## src/rtl/alu_pkg.sv

```systemverilog
// Shared definitions for the bit-serial ALU sequencer: opcode encodings and FSM states.
package alu_pkg;

    localparam logic [1:0] OP_ADD = 2'b00;
    localparam logic [1:0] OP_SUB = 2'b01;
    localparam logic [1:0] OP_AND = 2'b10;
    localparam logic [1:0] OP_OR  = 2'b11;

    typedef enum logic [1:0] {
        IDLE = 2'b00,
        RUN  = 2'b01,
        DONE = 2'b10
    } state_e;

endpackage

```

## src/rtl/alu_slice.sv

```systemverilog
// Purely combinational 1-bit ALU slice: add/sub/AND/OR selected by {S2,S1}.
module alu_slice (
    input  logic A,
    input  logic B,
    input  logic CarryIn,
    input  logic S1,
    input  logic S2,
    output logic ResAlu,
    output logic CarrySum,
    output logic Borrow
);

    logic sum_bit;

    // The sum and the difference share the same XOR; only the carry/borrow terms differ.
    assign sum_bit  = A ^ B ^ CarryIn;
    assign CarrySum = (A & B) | (A & CarryIn) | (B & CarryIn);
    assign Borrow   = (~A & B) | (~A & CarryIn) | (B & CarryIn);

    always_comb begin
        ResAlu = 1'b0;
        case ({S2, S1})
            2'b00:   ResAlu = sum_bit;
            2'b01:   ResAlu = sum_bit;
            2'b10:   ResAlu = A & B;
            2'b11:   ResAlu = A | B;
            default: ResAlu = 1'b0;
        endcase
    end

endmodule

```

## src/rtl/alu_serial_seq.sv

```systemverilog
// Bit-serial ALU sequencer: streams operands LSB-first through one alu_slice.
// Optional Zero result flag enabled by defining ALU_SERIAL_ZERO_FLAG_EN.
module alu_serial_seq
    import alu_pkg::*;
#(
    parameter int WIDTH = 8
) (
    input  logic             Clk,
    input  logic             RstN,
    input  logic             InValid,
    output logic             InReady,
    input  logic [WIDTH-1:0] OpA,
    input  logic [WIDTH-1:0] OpB,
    input  logic [1:0]       Op,
    output logic             OutValid,
    input  logic             OutReady,
    output logic [WIDTH-1:0] Result,
`ifdef ALU_SERIAL_ZERO_FLAG_EN
    output logic             Zero,
`endif
    output logic             CarryOut
);

    localparam int              CW       = (WIDTH > 1) ? $clog2(WIDTH) : 1;
    localparam logic [CW-1:0]   CNT_LAST = CW'(WIDTH - 1);

    state_e           state_q,  state_d;
    logic [WIDTH-1:0] opa_q,    opa_d;
    logic [WIDTH-1:0] opb_q,    opb_d;
    logic [1:0]       op_q,     op_d;
    logic [CW-1:0]    cnt_q,    cnt_d;
    logic             carry_q,  carry_d;
    logic [WIDTH-1:0] result_q, result_d;
`ifdef ALU_SERIAL_ZERO_FLAG_EN
    logic             zero_q,   zero_d;
`endif

    logic res_bit;
    logic slice_carry;
    logic slice_borrow;

    alu_slice u_slice (
        .A        (opa_q[0]),
        .B        (opb_q[0]),
        .CarryIn  (carry_q),
        .S1       (op_q[0]),
        .S2       (op_q[1]),
        .ResAlu   (res_bit),
        .CarrySum (slice_carry),
        .Borrow   (slice_borrow)
    );

    always_comb begin
        state_d  = state_q;
        opa_d    = opa_q;
        opb_d    = opb_q;
        op_d     = op_q;
        cnt_d    = cnt_q;
        carry_d  = carry_q;
        result_d = result_q;
`ifdef ALU_SERIAL_ZERO_FLAG_EN
        zero_d   = zero_q;
`endif
        case (state_q)
            IDLE: begin
                if (InValid) begin
                    opa_d   = OpA;
                    opb_d   = OpB;
                    op_d    = Op;
                    cnt_d   = '0;
                    carry_d = 1'b0;
`ifdef ALU_SERIAL_ZERO_FLAG_EN
                    zero_d  = 1'b1;
`endif
                    state_d = RUN;
                end
            end
            RUN: begin
                opa_d = opa_q >> 1;
                opb_d = opb_q >> 1;
                // Result fills from the MSB so bit 0 lands in place after WIDTH shifts.
                result_d = (result_q >> 1) | (WIDTH'(res_bit) << (WIDTH - 1));
                case (op_q)
                    OP_ADD:  carry_d = slice_carry;
                    OP_SUB:  carry_d = slice_borrow;
                    default: carry_d = 1'b0;
                endcase
`ifdef ALU_SERIAL_ZERO_FLAG_EN
                if (res_bit) begin
                    zero_d = 1'b0;
                end
`endif
                if (cnt_q == CNT_LAST) begin
                    state_d = DONE;
                end else begin
                    cnt_d = cnt_q + CW'(1);
                end
            end
            DONE: begin
                if (OutReady) begin
                    state_d = IDLE;
                end
            end
            default: state_d = IDLE;
        endcase
    end

    always_ff @(posedge Clk or negedge RstN) begin
        if (!RstN) begin
            state_q  <= IDLE;
            opa_q    <= '0;
            opb_q    <= '0;
            op_q     <= OP_ADD;
            cnt_q    <= '0;
            carry_q  <= 1'b0;
            result_q <= '0;
`ifdef ALU_SERIAL_ZERO_FLAG_EN
            zero_q   <= 1'b1;
`endif
        end else begin
            state_q  <= state_d;
            opa_q    <= opa_d;
            opb_q    <= opb_d;
            op_q     <= op_d;
            cnt_q    <= cnt_d;
            carry_q  <= carry_d;
            result_q <= result_d;
`ifdef ALU_SERIAL_ZERO_FLAG_EN
            zero_q   <= zero_d;
`endif
        end
    end

    assign InReady  = (state_q == IDLE);
    assign OutValid = (state_q == DONE);
    assign Result   = result_q;
    assign CarryOut = carry_q;
`ifdef ALU_SERIAL_ZERO_FLAG_EN
    assign Zero     = zero_q;
`endif

endmodule

```

## config.mk

```make
export PLATFORM = sky130hd
export DESIGN_NAME = alu_serial_seq
export DESIGN_NICKNAME = d
export VERILOG_FILES = /design/src/rtl/alu_pkg.sv /design/src/rtl/alu_slice.sv /design/src/rtl/alu_serial_seq.sv
export SDC_FILE = /design/constraint.sdc
export NUM_CORES = 1
export LEC_CHECK = 0
export BUFFER_PORTS_ARGS = -buffer_cell sky130_fd_sc_hd__buf_2
export CAP_MARGIN = 20
export CORE_UTILIZATION = 53
export CTS_BUF_LIST = sky130_fd_sc_hd__clkbuf_16
export DETAILED_ROUTE_END_ITERATION = 8
export PLACE_DENSITY = 0.78
export SYNTH_ARGS = -nofsm -noshare
export SYNTH_HDL_FRONTEND = slang
export SYNTH_SLANG_ARGS = --single-unit
```

## constraint.sdc

```tcl
create_clock -name Clk -period 1.8 [get_ports Clk]
set_input_delay 0.36 -clock Clk [delete_from_list [all_inputs] [get_ports Clk]]
set_output_delay 0.36 -clock Clk [all_outputs]
set_load 0.03 [all_outputs]
```

Yosys cells after proc, flatten, opt, wreduce, memory -nomap -nowiden --
Index checks and enable logic that the tools add are counted.
Word-level totals: bits in registers 32, output and inout port bits 11, word-level logic and storage cells 55
Cells by class: add/subtract/negate cells 1, equality and inequality tests 10, muxes and demuxes 15, bitwise operators 14, reductions and logical operators 8
Operator list (count):
- one-hot mux 8 bit (2 select lines) | 2
- two-way mux 8 bit | 2
- OR 7 x 8 -> 8 bit | 1
- equality test 2 bit, second input constant | 3
- two-way mux 2 bit | 3
- two-way mux 3 bit | 2
- != test 2 bit, second input constant | 3
- one-hot mux 2 bit (3 select lines) | 1
- one-hot mux 3 bit (2 select lines) | 1
- AND reduction 3 bit | 2
- bitwise AND 1 bit | 5
- OR 1 bit | 5
- equality test 2 x 1 -> 1 bit, second input constant | 2
- logical NOT 2 bit | 2
- one-hot mux 1 bit (2 select lines) | 2
- AND reduction 2 bit | 2
- adder 3 x 1 -> 3 bit, second input constant | 1
- equality test 3 bit, second input constant | 1
- one-hot mux 1 bit (3 select lines) | 1
- != test 2 x 1 -> 1 bit, second input constant | 1
- nonzero test 2 bit | 1
- OR reduction 2 bit | 1
- XOR 1 bit | 2
- two-way mux 1 bit | 1
- inverter 1 bit | 1

Logic depth before layout (Yosys ltp) --
Gate-level depths: netlist of run 1.
word-level depth 6, gate-level depth with buffers 5

By module --
A second synthesis of run 1 with hierarchy kept.
Unflattened totals: cells, all modules 120, area, all modules 1634.1 µm²
By module, submodules not included:
- alu_serial_seq | times used 1, cells each 110, area an instance 1535.2 µm², seq. area each 800.8 µm²
- alu_slice | times used 1, cells each 10, area an instance 98.8 µm², seq. area each 0.0 µm²

Least setup slack after synthesis of run 1 --
No wires, ideal clock.
path type register -> register, from register state_q[0], to register op_q[0], setup time 0.125 ns, arrival 1.447 ns, data required time 1.675 ns, slack 0.228 ns, stages on the path, launching flop included 4, cells stage by stage dfrtp_1 > nor2_1 > and2_1 > mux2_2
Between the ends: word-level cells in the longest chain between the ends 2
Ends and longest elaborated chain:
- from (decl) | line alu_serial_seq.sv:27 | state_e state_q, state_d;
- from (signal assigned) | line alu_serial_seq.sv:121 | state_q <= state_d;
- logical NOT 2 bit
- via InReady | line alu_serial_seq.sv:11 | output logic InReady,
- AND reduction 2 bit (no line)
- to (signal assigned) | line alu_serial_seq.sv:124 | op_q <= op_d;
- to (decl) | line alu_serial_seq.sv:30 | logic [1:0] op_q, op_d;
The timed path passes the listed nets, and every way through them passes these cells. A chain may end at the register's enable or synchronous reset.

Final worst setup path of run 1 --
from register cnt_q[0], to register cnt_q[0]
Between the ends: word-level cells in the longest chain between the ends 3, elaborated cells on any way between the ends 6, those cells by class add/sub: 1; eq/ne: 2; mux: 2; reduce/logical: 1
Ends and longest elaborated chain:
- from (decl) | line alu_serial_seq.sv:31 | logic [CW-1:0] cnt_q, cnt_d;
- from (signal assigned) | line alu_serial_seq.sv:125 | cnt_q <= cnt_d;
- adder 3 x 1 -> 3 bit / equality test 3 bit (equally long branches) | line alu_serial_seq.sv:96, alu_serial_seq.sv:93
- two-way mux 3 bit / != test 2 bit (equally long branches)
- one-hot mux 3 bit (2 select lines) / AND reduction 3 bit (equally long branches)
Parallel ways exist; a longest one is shown, timed or not. The select of a mux whose other input is x is not followed.

==> metrics.txt, run 1 <==
register area share after synthesis=53.8%; DRT iter0 DRCs=16; Setup WS pre-CTS=0.178 ns; Slew headroom=53.7%; average wire per standard cell=14.1 um; overall routed net length=2.93 mm; synth cell count leaders=37 x nand2_1, 32 x dfrtp_1, 14 x mux2i_1; Critical R2R Capture=cnt_q[0]; Initial Utilization=57.9%; top post-synthesis cells by area=dfrtp_1 54%, mux2i_1 9.4%, nand2_1 9.3%, o21ai_0 4.4%, ha_1 4.2%; die height=55.0 um; Die ar.=3020 um^2; worst-case clock buffer depth=2; initial antenna violation count=0; EDFF count, synth=0; Post-Syn Area per Cell=10.5 um^2; # Post-CTS Setup Buffers=0; Worst Setup End Kind=register; final HPWL from detailed placement=2.01 mm; CTS-repair resized insts=0; CP required=1.95 ns; CP max stage delay=0.39 ns; FMAX=0.606 GHz; maximum VDD drop=0.00133 V; synth unique cells=26; CP max-delay cell=dfrtp_1; Area after DPL=1670 um^2; H-Tree Level Count=2; layout cell share with drive strength beyond 1=25.8%; Pins Over Slew Limit=0; # port buffers=32; top cell type's share of synthesized area=53.8%; fin area=1810 um^2; post-DR vias/cell=5.41; Worst Tran Pin Value=0.694 ns; CTS Root Cell=clkbuf_16; final hold violation count=0; DP Cell Count=200; num rows=18; fin crit share=91.6%; final worst slack=0.151 ns; pin count of the biggest net entering global routing=33; vias in the first global route=1104; FF+latch count, synth=32; cell with the most instances after synthesis=nand2_1; r2r startpoint=cnt_q[0]; core area=2570 um^2; Clock Latency Late Sink=0.27 ns; Leak=0.000967 uW; n_diodes=0; clk sinks=32; DR pass1 iterations=4; Layout Nets=204; cell-by-cell trace of the critical path=ha_1, ha_1, or2b_1, a21o_1, mux2_2; post-synth top area cell=dfrtp_1; via count=1125; synth-to-layout area growth=21.4%; status=completed; final std cells w/o fill=208; clk_skew=0.00599 ns; Startpoint Class=register; r2r worst-path depth=5; grt total ovfl=0; post-route ant nets=0; Post-synth ARST share=100%; Netlist Area Pre-Place=1490 um^2; RSZ-0062 raised after global routing=false; Setup CP Type=register to register; drc violations=0; Synthesized Nets=169; CTS Hold Bufs=0; setup TNS=0 ns; count of final setup violators=0; routability cong.=0.688; warnings from Yosys=0; Worst-path clk slew=0.05 ns; Ports=33; r2r setup slk=0.15 ns; Die Wd=55.0 um; crit-path max FO=4; critical path arrival=1.80 ns; CTS buffer count=5; HP Class=input port to asynchronous set/reset pin; post-layout min period=1.65 ns; Syn Inst Count=142; first-pass GRT wire length=4.61 mm; Max-Cap Viols=0; pwr dens=1920 nW/um^2; CP most frequent cell=ha_1; Main synth FF type=dfrtp_1; TritonCTS clock tree=built; GRT Util Overall=22.8%
==> layout by cell type (no fill, tap or decap) <==
cell / synthesis / routed
o21bai_2: 0 / 1
xor2_1: 1 / 1
ha_1: 5 / 5
nand2b_1: 3 / 3
mux2_2: 3 / 3
buf_4: 3 / 2
nor2_1: 3 / 3
clkinv_1: 0 / 1
dfrtp_1: 32 / 32
and3_1: 1 / 1
nand3b_1: 1 / 1
or2b_1: 2 / 2
clkinv_2: 0 / 2
a211o_1: 1 / 1
and2b_1: 2 / 2
mux2i_1: 14 / 14
or3_1: 1 / 1
a21oi_1: 2 / 2
a21o_1: 1 / 1
and2_1: 1 / 1
a22o_1: 5 / 5
nand2_1: 37 / 37
inv_1: 4 / 4
buf_2: 2 / 32
o31ai_2: 1 / 1
o21ai_1: 2 / 2
o21ai_0: 13 / 13
clkbuf_16: 0 / 5
==> worst max-delay path by stage <==
stage	from	endpoint	slack (ns)	cells after the start
finish	cnt_q[0]	cnt_q[0]	0.15	5
global route	cnt_q[0]	cnt_q[0]	0.11	5
CTS	cnt_q[0]	cnt_q[0]	0.16	5
detailed placement	cnt_q[0]	cnt_q[0]	0.18	5
global placement	cnt_q[0]	cnt_q[0]	0.27	5
floorplan	state_q[0]	op_q[0]	0.23	3
==> worst max-delay path, delay by kind of cell (launching register included) <==
family          cells  cell delay [ns]
fa+ha+maj           2             0.44
flops               1             0.39
simple gates        1             0.23
mux                 1             0.27
compound gates      1             0.20
==> cell type report <==
class / instances / area (um^2)
sequential: 32 / 801
fill: 202 / 761
inverter: 4 / 15.0
tap: 30 / 37.5
clock buffer: 5 / 125
multi-input combinational: 100 / 639
clock inverter: 3 / 13.8
timing repair buffer: 34 / 175
==> sequential cells by signal, summed over array words and instances (netlist names) <==
name      flops
opa_q         8
Result        8
state_q       2
CarryOut      1
cnt_q         3
opb_q         8
op_q          2
==> routing by layer <==
layer / global-route usage [%] / wire length, um / part of all wire (%)
met4: 10.4 / 32 / 1.1
met1: 23.4 / 1230 / 42
met5: 0 / 0 / 0
met2: 40.6 / 1530 / 52
met3: 9.02 / 137 / 4.7
==> logic make-up after synthesis <==
group / Yosys count / synth area share [%]
compound gates: 26 / 11.1
xor+xnor: 1 / 0.589
fa+ha+maj: 5 / 4.21
buf+inv: 10 / 3.45
flops: 32 / 53.8
mux: 17 / 11.7
simple gates: 51 / 15.1
==> power breakdown <==
part	leakage, uW	internal (uW)	switching [uW]
combinational	0.000495	597	825
sequential	0.000401	1050	235
clock	0.0000710	499	264
==> per-stage QoR <==
stage | utilization [%] | hold WS [ns] | power [uW]
detailed placement | 65.0 | 0.443 | 2700
finish | 70.4 | 0.133 | 3470
CTS | 70.4 | 0.150 | 3500
floorplan | - | 0.0644 | 2360
global route | 70.4 | 0.198 | 3740
global placement | 65.0 | 0.442 | 2600
Note: power is estimated with default switching activity, not from simulation.
==> run 2, diff against run 1 <==
CTS_CLUSTER_SIZE = 40   (was default)
PLACE_DENSITY = default   (was 0.78)
PLACE_DENSITY_LB_ADDON = 0.12   (was default)
==> run 2 against run 1 <==
Compared with the run above:
- sequential power about the same
- fmax increased by 4.3%
- hold slack gained 0.0035 ns
- clock skew decreased by 0.0024 ns
- via count fell by 1.8%
- global-route usage decreased by 1.7 points
- design area up 2.1%
- non-clock buffer count stayed put
- die area did not move
- critical endpoint unchanged
- register-to-register slack better by 0.07 ns
==> metrics.txt, run 2 (synthesized netlist as in run 1, its figures left out) <==
most frequent cells in the layout=37 x nand2_1, 32 x dfrtp_1, 32 x buf_2, 14 x mux2i_1, 13 x o21ai_0; post-route ant nets=0; WHS=0.136 ns; fillcell total=197; clk sinks=32; pwr dens=1970 nW/um^2; die height=55.0 um; Power, Total=3640 uW; multi-input gate area in the final layout=639 um^2; setup TNS=0 ns; clk_skew=0.00363 ns; crit-path max FO=4; CTS-repair resized insts=0; global routing met3 resource utilization=7.38%; CTS buffer count=5; status=completed; core area=2570 um^2; register area=801 um^2; M2 GR Usage=36.5%; Worst-path clk slew=0.05 ns; CP required=1.96 ns; Critical R2R Capture=cnt_q[0]; r2r worst-path depth=5; critical path arrival=1.74 ns; FMAX=0.633 GHz; RSZ-0062 raised after global routing=false; maximum VDD drop=0.00129 V; drc violations=0; Initial Utilization=57.9%; num rows=18; post-layout min period=1.58 ns; overall routed net length=2.80 mm; Worst Setup End Kind=register; Layout Nets=204; CTS Hold Bufs=0; Setup CP Type=register to register; GRT Max-Usage Layer=met2; count of final setup violators=0; grt total ovfl=0; Worst Tran Pin Value=0.696 ns; H-Tree Level Count=2; HP Class=input port to asynchronous set/reset pin; routability cong.=0.676; via count=1105; r2r setup slk=0.22 ns; DR pass1 iterations=4; Max-Cap Viols=0; post-DR vias/cell=5.31; Slew headroom=53.6%; n_diodes=0; # port buffers=32; M1 GR Usage=22.7%; commonest non-fill, non-tap cell in the layout=nand2_1; Pins Over Slew Limit=0; Die ar.=3020 um^2; TritonCTS clock tree=built; CTS Root Cell=clkbuf_16; final hold violation count=0; pin count of the biggest net entering global routing=33; initial antenna violation count=0; first-pass GRT wire length=4.24 mm; synth-to-layout area growth=24.0%; worst-case clock buffer depth=2; Leak=0.000986 uW; vias in the first global route=1004; GRT Util Overall=21.2%; Ports=33; layout cell share with drive strength beyond 1=25.8%; average wire per standard cell=13.5 um; Die Wd=55.0 um; # Post-CTS Setup Buffers=0; Startpoint Class=register; DRT iter0 DRCs=11; Clock Latency Late Sink=0.27 ns; fin crit share=87.8%; r2r startpoint=cnt_q[0]; final HPWL from detailed placement=1.94 mm
run 2: changes by cell type in the layout (fill, tap and decap cells not counted), sizes merged:
cell    before  now
inv          4    5
clkinv       3    1
bufinv       0    1
run 2: cell type report:
type                            instances  share of cell area, %
Sequential cell                        32                   43.4
Multi-Input combinational cell        100                   34.7
Timing Repair Buffer                   34                   10.2
Clock buffer                            5                   6.78
Clock inverter                          3                   2.10
Tap cell                               30                   2.04
Inverter                                4                  0.814
run 2: layer usage:
metal | wire (um) | up-vias
met1 | 1180 | 525
met5 | 0 | -
met3 | 123 | 7
met2 | 1430 | 25
li1 | - | 548
met4 | 60 | 0
run 2: worst max-delay path, cell delays in order (launching register included):
cell and delay [ns]:
dfrtp_1 0.38, ha_1 0.20, ha_1 0.20, or2b_1 0.23
a21o_1 0.19, mux2_2 0.27
run 2: metrics by stage:
step                      area, um^2  utilization, %  worst slack, ns  cells
after global placement          1680            65.4            0.270    200
final                           1840            71.8            0.220    208
after floorplan                 1490               -            0.228    142
after detailed placement        1680            65.4            0.224    200
after global routing            1840            71.8            0.133    208
after CTS                       1840            71.8            0.206    208
run 2: power by group:
| group | total, uW | internal, uW | switching [uW] |
|---|---|---|---|
| Sequential | 1270 | 1050 | 226 |
| Clock | 925 | 643 | 282 |
| Combinational | 1440 | 625 | 819 |
| Total | 3640 | 2310 | 1330 |
run 2: how the worst max path moves through the flow:
stage | start | end | slack (ns) | cells after the start
floorplan | state_q[0] | op_q[0] | 0.23 | 3
global placement | cnt_q[0] | cnt_q[0] | 0.27 | 5
detailed placement | cnt_q[0] | cnt_q[0] | 0.22 | 5
CTS | cnt_q[0] | cnt_q[0] | 0.21 | 5
global route | cnt_q[0] | cnt_q[0] | 0.13 | 5
finish | cnt_q[0] | cnt_q[0] | 0.22 | 5
